File: src/rtl/result_capture_buffer.sv
// result_capture_buffer
// Captures one frame of 16-bit result elements from a valid/ready stream.
// Elements are packed two per 32-bit display word, high half first.
// The frame is held until the next start. The switch-selected word is
// registered and presented to the seven-segment driver.
module result_capture_buffer #(
    parameter int DATA_W    = 16,
    parameter int NUM_WORDS = 4
) (
    input  logic                 clk,
    input  logic                 rst_n,
    input  logic                 start,
    input  logic                 s_valid,
    output logic                 s_ready,
    input  logic [DATA_W-1:0]    s_data,
    input  logic                 s_last,
    input  logic [NUM_WORDS-1:0] sw,
    output logic [31:0]          hex_word,
    output logic                 frame_done,
    output logic [1:0]           err
);

    localparam int NUM_ELEMS = 2 * NUM_WORDS;
    localparam int CNT_W     = $clog2(NUM_ELEMS) + 1;
    localparam int IDX_W     = CNT_W - 1;
    localparam logic [CNT_W-1:0] LAST_IDX = CNT_W'(NUM_ELEMS - 1);
    localparam logic [31:0]      BLANK    = 32'hFFFF_FFFF;

    typedef enum logic [1:0] {
        IDLE = 2'd0,
        FILL = 2'd1,
        HOLD = 2'd2
    } state_t;

    state_t                          r_state;
    state_t                          w_state_next;
    logic [CNT_W-1:0]                r_count;
    logic                            r_done;
    logic [1:0]                      r_err;
    logic [31:0]                     r_hex;
    logic [NUM_WORDS-1:0][31:0]      w_words;
    logic                            w_xfer;
    logic                            w_final_idx;
    logic                            w_exit;
    logic [IDX_W-1:0]                w_word_idx;
    logic                            w_sel_valid;
    logic [31:0]                     w_sel_word;

    assign s_ready     = (r_state == FILL);
    // A start in the same cycle discards the element on the bus.
    assign w_xfer      = s_valid && s_ready && !start;
    assign w_final_idx = (r_count == LAST_IDX);
    // The frame ends on s_last or once the buffer is full. A full buffer
    // drops s_ready, so any surplus elements simply stall upstream.
    assign w_exit      = w_xfer && (s_last || w_final_idx);
    assign w_word_idx  = r_count[CNT_W-1:1];

    assign hex_word    = r_hex;
    assign frame_done  = r_done;
    assign err         = r_err;

    // State register.
    always_ff @(posedge clk) begin
        if (!rst_n) begin
            r_state <= IDLE;
        end else begin
            r_state <= w_state_next;
        end
    end

    // Next-state logic. A start from any state begins a fresh capture.
    always_comb begin
        w_state_next = r_state;
        case (r_state)
            IDLE: if (start) w_state_next = FILL;
            FILL: begin
                if (start) begin
                    w_state_next = FILL;
                end else if (w_exit) begin
                    w_state_next = HOLD;
                end
            end
            HOLD: if (start) w_state_next = FILL;
            default: w_state_next = IDLE;
        endcase
    end

    // Element counter, frame-done pulse and sticky short/long error flags.
    always_ff @(posedge clk) begin
        if (!rst_n) begin
            r_count <= '0;
            r_done  <= 1'b0;
            r_err   <= 2'b00;
        end else begin
            r_done <= w_exit;
            if (start) begin
                r_count <= '0;
                r_err   <= 2'b00;
            end else if (w_xfer) begin
                r_count <= r_count + 1'b1;
                if (s_last && !w_final_idx) r_err[0] <= 1'b1;
                if (!s_last && w_final_idx) r_err[1] <= 1'b1;
            end
        end
    end

    // One register per display word. Even elements fill the high half and
    // odd elements fill the low half. A start clears every word.
    for (genvar gi = 0; gi < NUM_WORDS; gi++) begin : g_word
        logic [31:0] r_word;
        logic        w_hit;

        assign w_hit      = w_xfer && (w_word_idx == IDX_W'(gi));
        assign w_words[gi] = r_word;

        // Capture this word's halves as their elements arrive.
        always_ff @(posedge clk) begin
            if (!rst_n || start) begin
                r_word <= '0;
            end else if (w_hit && !r_count[0]) begin
                r_word[31:16] <= s_data;
            end else if (w_hit && r_count[0]) begin
                r_word[15:0] <= s_data;
            end
        end
    end

    // Decode the switch bank. Only an exactly one-hot pattern selects a word.
    always_comb begin
        w_sel_word  = '0;
        w_sel_valid = (sw != '0) && ((sw & (sw - NUM_WORDS'(1))) == '0);
        for (int j = 0; j < NUM_WORDS; j++) begin
            if (sw[j]) w_sel_word = w_words[j];
        end
    end

    // Registered display word. It is blank unless a frame is held and one word is selected.
    always_ff @(posedge clk) begin
        if (!rst_n) begin
            r_hex <= BLANK;
        end else if (r_state == HOLD && w_sel_valid) begin
            r_hex <= w_sel_word;
        end else begin
            r_hex <= BLANK;
        end
    end

endmodule

File: config.mk
export PLATFORM = sky130hd
export DESIGN_NAME = result_capture_buffer
export DESIGN_NICKNAME = d
export VERILOG_FILES = /design/src/rtl/result_capture_buffer.sv
export SDC_FILE = /design/constraint.sdc
export NUM_CORES = 1
export LEC_CHECK = 0
export ABC_CLOCK_PERIOD_IN_PS = 3700
export CAP_MARGIN = 25
export CORE_MARGIN = 2
export CORE_UTILIZATION = 40
export DETAILED_ROUTE_END_ITERATION = 6
export PLACE_DENSITY = 0.69
export SETUP_SLACK_MARGIN = 0.05
export SLEW_MARGIN = 25
export SYNTH_ARGS = -nofsm -noshare
export SYNTH_HDL_FRONTEND = slang
export SYNTH_SLANG_ARGS = --single-unit
File: constraint.sdc
create_clock -name clk -period 3.7 [get_ports clk]
set_input_delay 0.74 -clock clk [delete_from_list [all_inputs] [get_ports clk]]
set_output_delay 0.74 -clock clk [all_outputs]
set_load 0.02 [all_outputs]
* Yosys cells after proc, flatten, opt, wreduce, memory -nomap -nowiden
Index checks and enable logic that the tools add are counted.
W data, S select, Z words.
** Word-level totals
- Flip-flop bits (word level) :: 169
- Input port bits :: 25
- Output and inout port bits :: 36
- Word-level logic and storage cells :: 78
** Operators by class
- Add/sub/neg operators :: 2
- Eq/ne operators :: 8
- Muxes and demuxes :: 8
- Bitwise gates (word level) :: 6
- Reduce and logical (&&, ||, !) cells :: 40
** Operator list (number)
- $mux W32 :: 4
- $logic_and A1 B1 Y1 :: 19
- $reduce_and A2 Y1 :: 8
- $eq A3 B2 Y1 const B :: 2
- $mux W2 :: 3
- $logic_not A1 Y1 :: 5
- $not A1 Y1 :: 5
- $add A4 B1 Y4 const B :: 1
- $and A4 B4 Y4 :: 1
- $eq A4 B3 Y1 const B :: 1
- $logic_not A4 Y1 :: 1
- $pmux W2 S2 :: 1
- $reduce_bool A4 Y1 :: 1
- $reduce_or A2 Y1 :: 2
- $sub A4 B1 Y4 const B :: 1
- $eq A3 B1 Y1 const B :: 1
- $logic_not A3 Y1 :: 1
- $ne A3 B2 Y1 const B :: 1
- $eq A2 B1 Y1 const B :: 1
- $eq A2 B2 Y1 const B :: 1
- $logic_not A2 Y1 :: 1
- $logic_or A1 B1 Y1 :: 2
- $ne A2 B1 Y1 const B :: 1

* Depth between registers and ports, before layout
- Depth after elaboration :: 7
- Depth in mapped cells :: 6
- Mapped depth without buffers :: 4

* Worst setup path before layout
Ideal clock, no wire load.
- Kind :: input-to-reg
- Start :: input port sw[0]
- End :: register r_hex[10], in the netlist hex_word[10]
- Setup time :: 130 ps
- Data arrival time :: 1868 ps
- Data required time :: 3570 ps
- Path slack :: 1701 ps
- Cell stages on the path :: 5
- Buffers on the path :: 2
- Cells stage by stage :: buf_6 or3_4 a221oi_4 buf_6 nand4b_2
** Between the ends
- Word-level cells in the longest chain between the ends :: 6
- Elaborated cells on any way between the ends :: 11
- Classes of those cells :: 1 x add/sub; 4 x mux; 1 x bitwise; 5 x reduce/logical
** Ends and longest elaborated chain
- start: declaration :: line 17 : input logic [NUM_WORDS-1:0] sw,
- $sub A4 B1 Y4 :: line 131 : w_sel_valid = (sw != '0) && ((sw & (sw - NUM_WORDS'(1))) == '0);
- $and A4 B4 Y4 :: line 131
- $logic_not A4 Y1 :: line 131
- $logic_and A1 B1 Y1 :: line 131
- $logic_and A1 B1 Y1 :: line 141 : end else if (r_state == HOLD && w_sel_valid) begin
- $reduce_and A2 Y1 (no source line)
- end signal: assignment :: line 142 : r_hex <= w_sel_word;
- end: declaration :: line 40 : logic [31:0] r_hex;
Parallel ways exist; a longest one is shown, timed or not.
A chain may end at the register's enable or synchronous reset.

* Final worst setup path
- Start :: register r_state[0]
- End :: output port s_ready
** Between the ends
- Word-level cells in the longest chain between the ends :: 1
** Ends and longest elaborated chain
- start: declaration :: line 35 : state_t r_state;
- start signal: assignment :: line 67 : r_state <= w_state_next;
- $eq A2 B1 Y1 :: line 49 : assign s_ready = (r_state == FILL);
- end: declaration :: line 14 : output logic s_ready,
Every way passes these cells.

==> flow_summary.json <==
{
  "pwr-share-seq": 0.499,
  "ys_seq_area_frac": 0.4583,
  "ctsResizeCount": 0,
  "vias": 5314,
  "final.setup.tns_ps": 0,
  "syn_area_um2": 7382,
  "finalInstanceArea_um2": 8622,
  "async_flop_share": 0,
  "fin_crit_sh": 0.6443,
  "cp_top_family": "buffers and inverters",
  "routed-wl-met2_mm": 8.503,
  "cp_max_fo": 8,
  "path_buf_inv": 1,
  "yosys_register_bits": 169,
  "numCtsBuffers": 17,
  "die_w_um": 139.9,
  "internal_power_w": 0.002872,
  "rows": 49,
  "synth_area_per_cell_um2": 9.882,
  "postRouteAntennaNets": 0,
  "crit_path_start_kind": "flip-flop",
  "powerDensity_nw_per_um2": 425.5,
  "cp_slowest_cell": "clkdlybuf4s50_1",
  "p_leak_nw": 3.673,
  "hold_path.class": "reg2reg",
  "synthFlopType": "dfxtp_1",
  "dp_slack_ps": 886.2,
  "crit_required_ps": 2960,
  "crit_path_cell_trace": "nor2b_1 -> clkdlybuf4s50_1",
  "synth_cells": 747,
  "dr.pass1.iters": 4,
  "dieHeight_um": 139.9,
  "clkTransAtPathRegs_ps": 60,
  "ios": 61,
  "n_antenna_cell": 0,
  "drt-wirelength-per-cell_um": 17.25,
  "drcViolationCount": 0,
  "cts_root_buf": "clkbuf_16",
  "cts_max_level": 4,
  "period_minus_slack_ps": 2384,
  "status": "complete, no violations",
  "synth_area_leaders": "dfxtp_1, mux2i_1, nand2_1",
  "tightest_slew_ps": 722.5,
  "drive_gt1_frac": 0.1089,
  "nets": 806,
  "post_cts_buffers": 0,
  "cts.sinks": 169,
  "antenna_found_initial": 0,
  "synth_area_leader_cell": "dfxtp_1",
  "grt_remaining_overflow": 0,
  "vias_per_cell": 5.215,
  "slew_viol_final": 0,
  "core_um2": 18020,
  "final_cell_mix": "nand2_1, dfxtp_1, mux2i_1",
  "grt_pass1_vias": 5204,
  "syn-num-nets": 773,
  "hold_buffers": 0,
  "finalWorstSetupSlack_ps": 1316,
  "rsz0062_at_grt": "no",
  "comb_power_share": 0.050,
  "dieArea_um2": 19560,
  "setup.worst_path.end_class": "primary output",
  "setup_viol": 0,
  "clk_latency_ps": 420,
  "p_clk_frac": 0.452,
  "layout_commonest_cell": "nand2_1",
  "grt_pass1_wl_mm": 28.52,
  "synthToLayoutAreaGrowth_pct": 16.80,
  "drv_cap": 0,
  "wl_met1_mm": 8.283,
  "relSlewSlack": 0.5178,
  "yosys_warnings": 0,
  "p_sw_w": 0.0007969,
  "gp_congestion": 0.7471,
  "hold_violations": 0,
  "irDropWorstVdd_mv": 0.2346,
  "grt_max_degree": 71,
  "dp_hpwl_mm": 10.71,
  "cts_tree": "built",
  "synth_edf_count": 0,
  "synth_top_area_share": 0.4583,
  "dpl_cell_area_um2": 8083,
  "met3_length_um": 597,
  "fin_skew_ps": 6.595,
  "grt_use_total": 0.1849,
  "nFillCells": 1684,
  "drtIter0Drc": 318,
  "top_layer": "met4",
  "yosysUniqueCellTypes": 41,
  "initial_core_util": 0.4096,
  "slowest_delay_ps": 610,
  "arrival_ps": 1640,
  "portBuffers": 60,
  "worstSetupPathType": "reg2out",
  "fmax_mhz": 419.5,
  "clockBufferDepth": 2,
  "finalWirelength_mm": 17.58,
  "swShare": 0.2172
}
-- path summary, 6_finish.rpt --
path	from	endpoint	slack [ps]	cells past startpoint
worst max-delay path	r_state[0]	s_ready	1320	2
worst min-delay path	g_word[2].r_word[24]	g_word[2].r_word[24]	450	2
worst max register to register	r_state[0]	g_word[2].r_word[2]	1820	3
worst min register to register	g_word[2].r_word[24]	g_word[2].r_word[24]	450	2
-- power groups by stage --
| stage | registers, W | clock network [W] | logic, W |
|---|---|---|---|
| final | 0.00183 | 0.00166 | 0.000182 |
| after global routing | 0.00183 | 0.00177 | 0.000194 |
| after CTS | 0.00183 | 0.00168 | 0.000182 |
| after detailed placement | 0.00187 | 0 | 0.000182 |
| after global placement | 0.00187 | 0 | 0.000181 |
| after floorplan | 0.00187 | 0 | 0.000107 |
-- sequential cells by signal, summed over array words and instances, names as in the netlist --
signal and cells:
r_state 2, g_word.r_word 128, err 2, r_count 4
hex_word 32, frame_done 1
-- cells in the mapped netlist (2+ instances only) --
library cell and instances:
buf_1 2, and2_1 2, nor2_1 6, buf_4 5
buf_6 8, o21ai_0 2, nand3b_1 34, and3b_1 33
nand2_1 180, nand4b_1 2, nor2b_1 2, mux2i_1 130
a21oi_1 65, inv_1 3, dfxtp_1 169, nand2_4 2
nand4b_2 30, buf_2 15, a31oi_1 2, nand3_2 2
nand2b_1 2, clkbuf_1 32
-- layer usage --
metal	vias to the layer above	track usage
met4	0	0.04895
met1	2569	0.2459
met2	93	0.3037
met5	-	0
li1	2636	-
met3	16	0.04198
-- per-stage QoR --
stage | util | instances | hold WS (ps) | power (W)
finish | 0.4783 | 1019 | 454.6 | 0.003669
CTS | 0.4783 | 1019 | 454.0 | 0.003696
detailed placement | 0.4484 | 990 | 444.6 | 0.002051
global placement | 0.4484 | 990 | 437.6 | 0.002051
global route | 0.4783 | 1019 | 466.0 | 0.003791
floorplan | - | 747 | 430.4 | 0.001976
-- worst reg2reg max path, delay by kind of cell (launching register included) --
family | cells | cell delay, ps
flip-flops | 1 | 450
multiplexers | 1 | 340
AND/OR/NAND/NOR | 2 | 1000
-- layout make-up --
cell class	count	area, um2	share of cell area
multi-input cells	513	3666	0.4252
clock inverters	3	40.04	0.004644
inverters	3	11.26	0.001306
repair buffers	76	735.7	0.08533
flip-flops and latches	169	3383	0.3924
well taps	229	286.5	0.03323
clock buffers	26	499.2	0.05790
-- cell families after synthesis --
| group | share of synthesized area |
|---|---|
| flops | 0.4583 |
| simple gates | 0.2602 |
| buf+inv | 0.04627 |
| mux | 0.1763 |
| xor+xnor | 0.001187 |
| fa+ha+maj | 0.001695 |
| compound gates | 0.05610 |
Power figures use the tool's default switching activity.
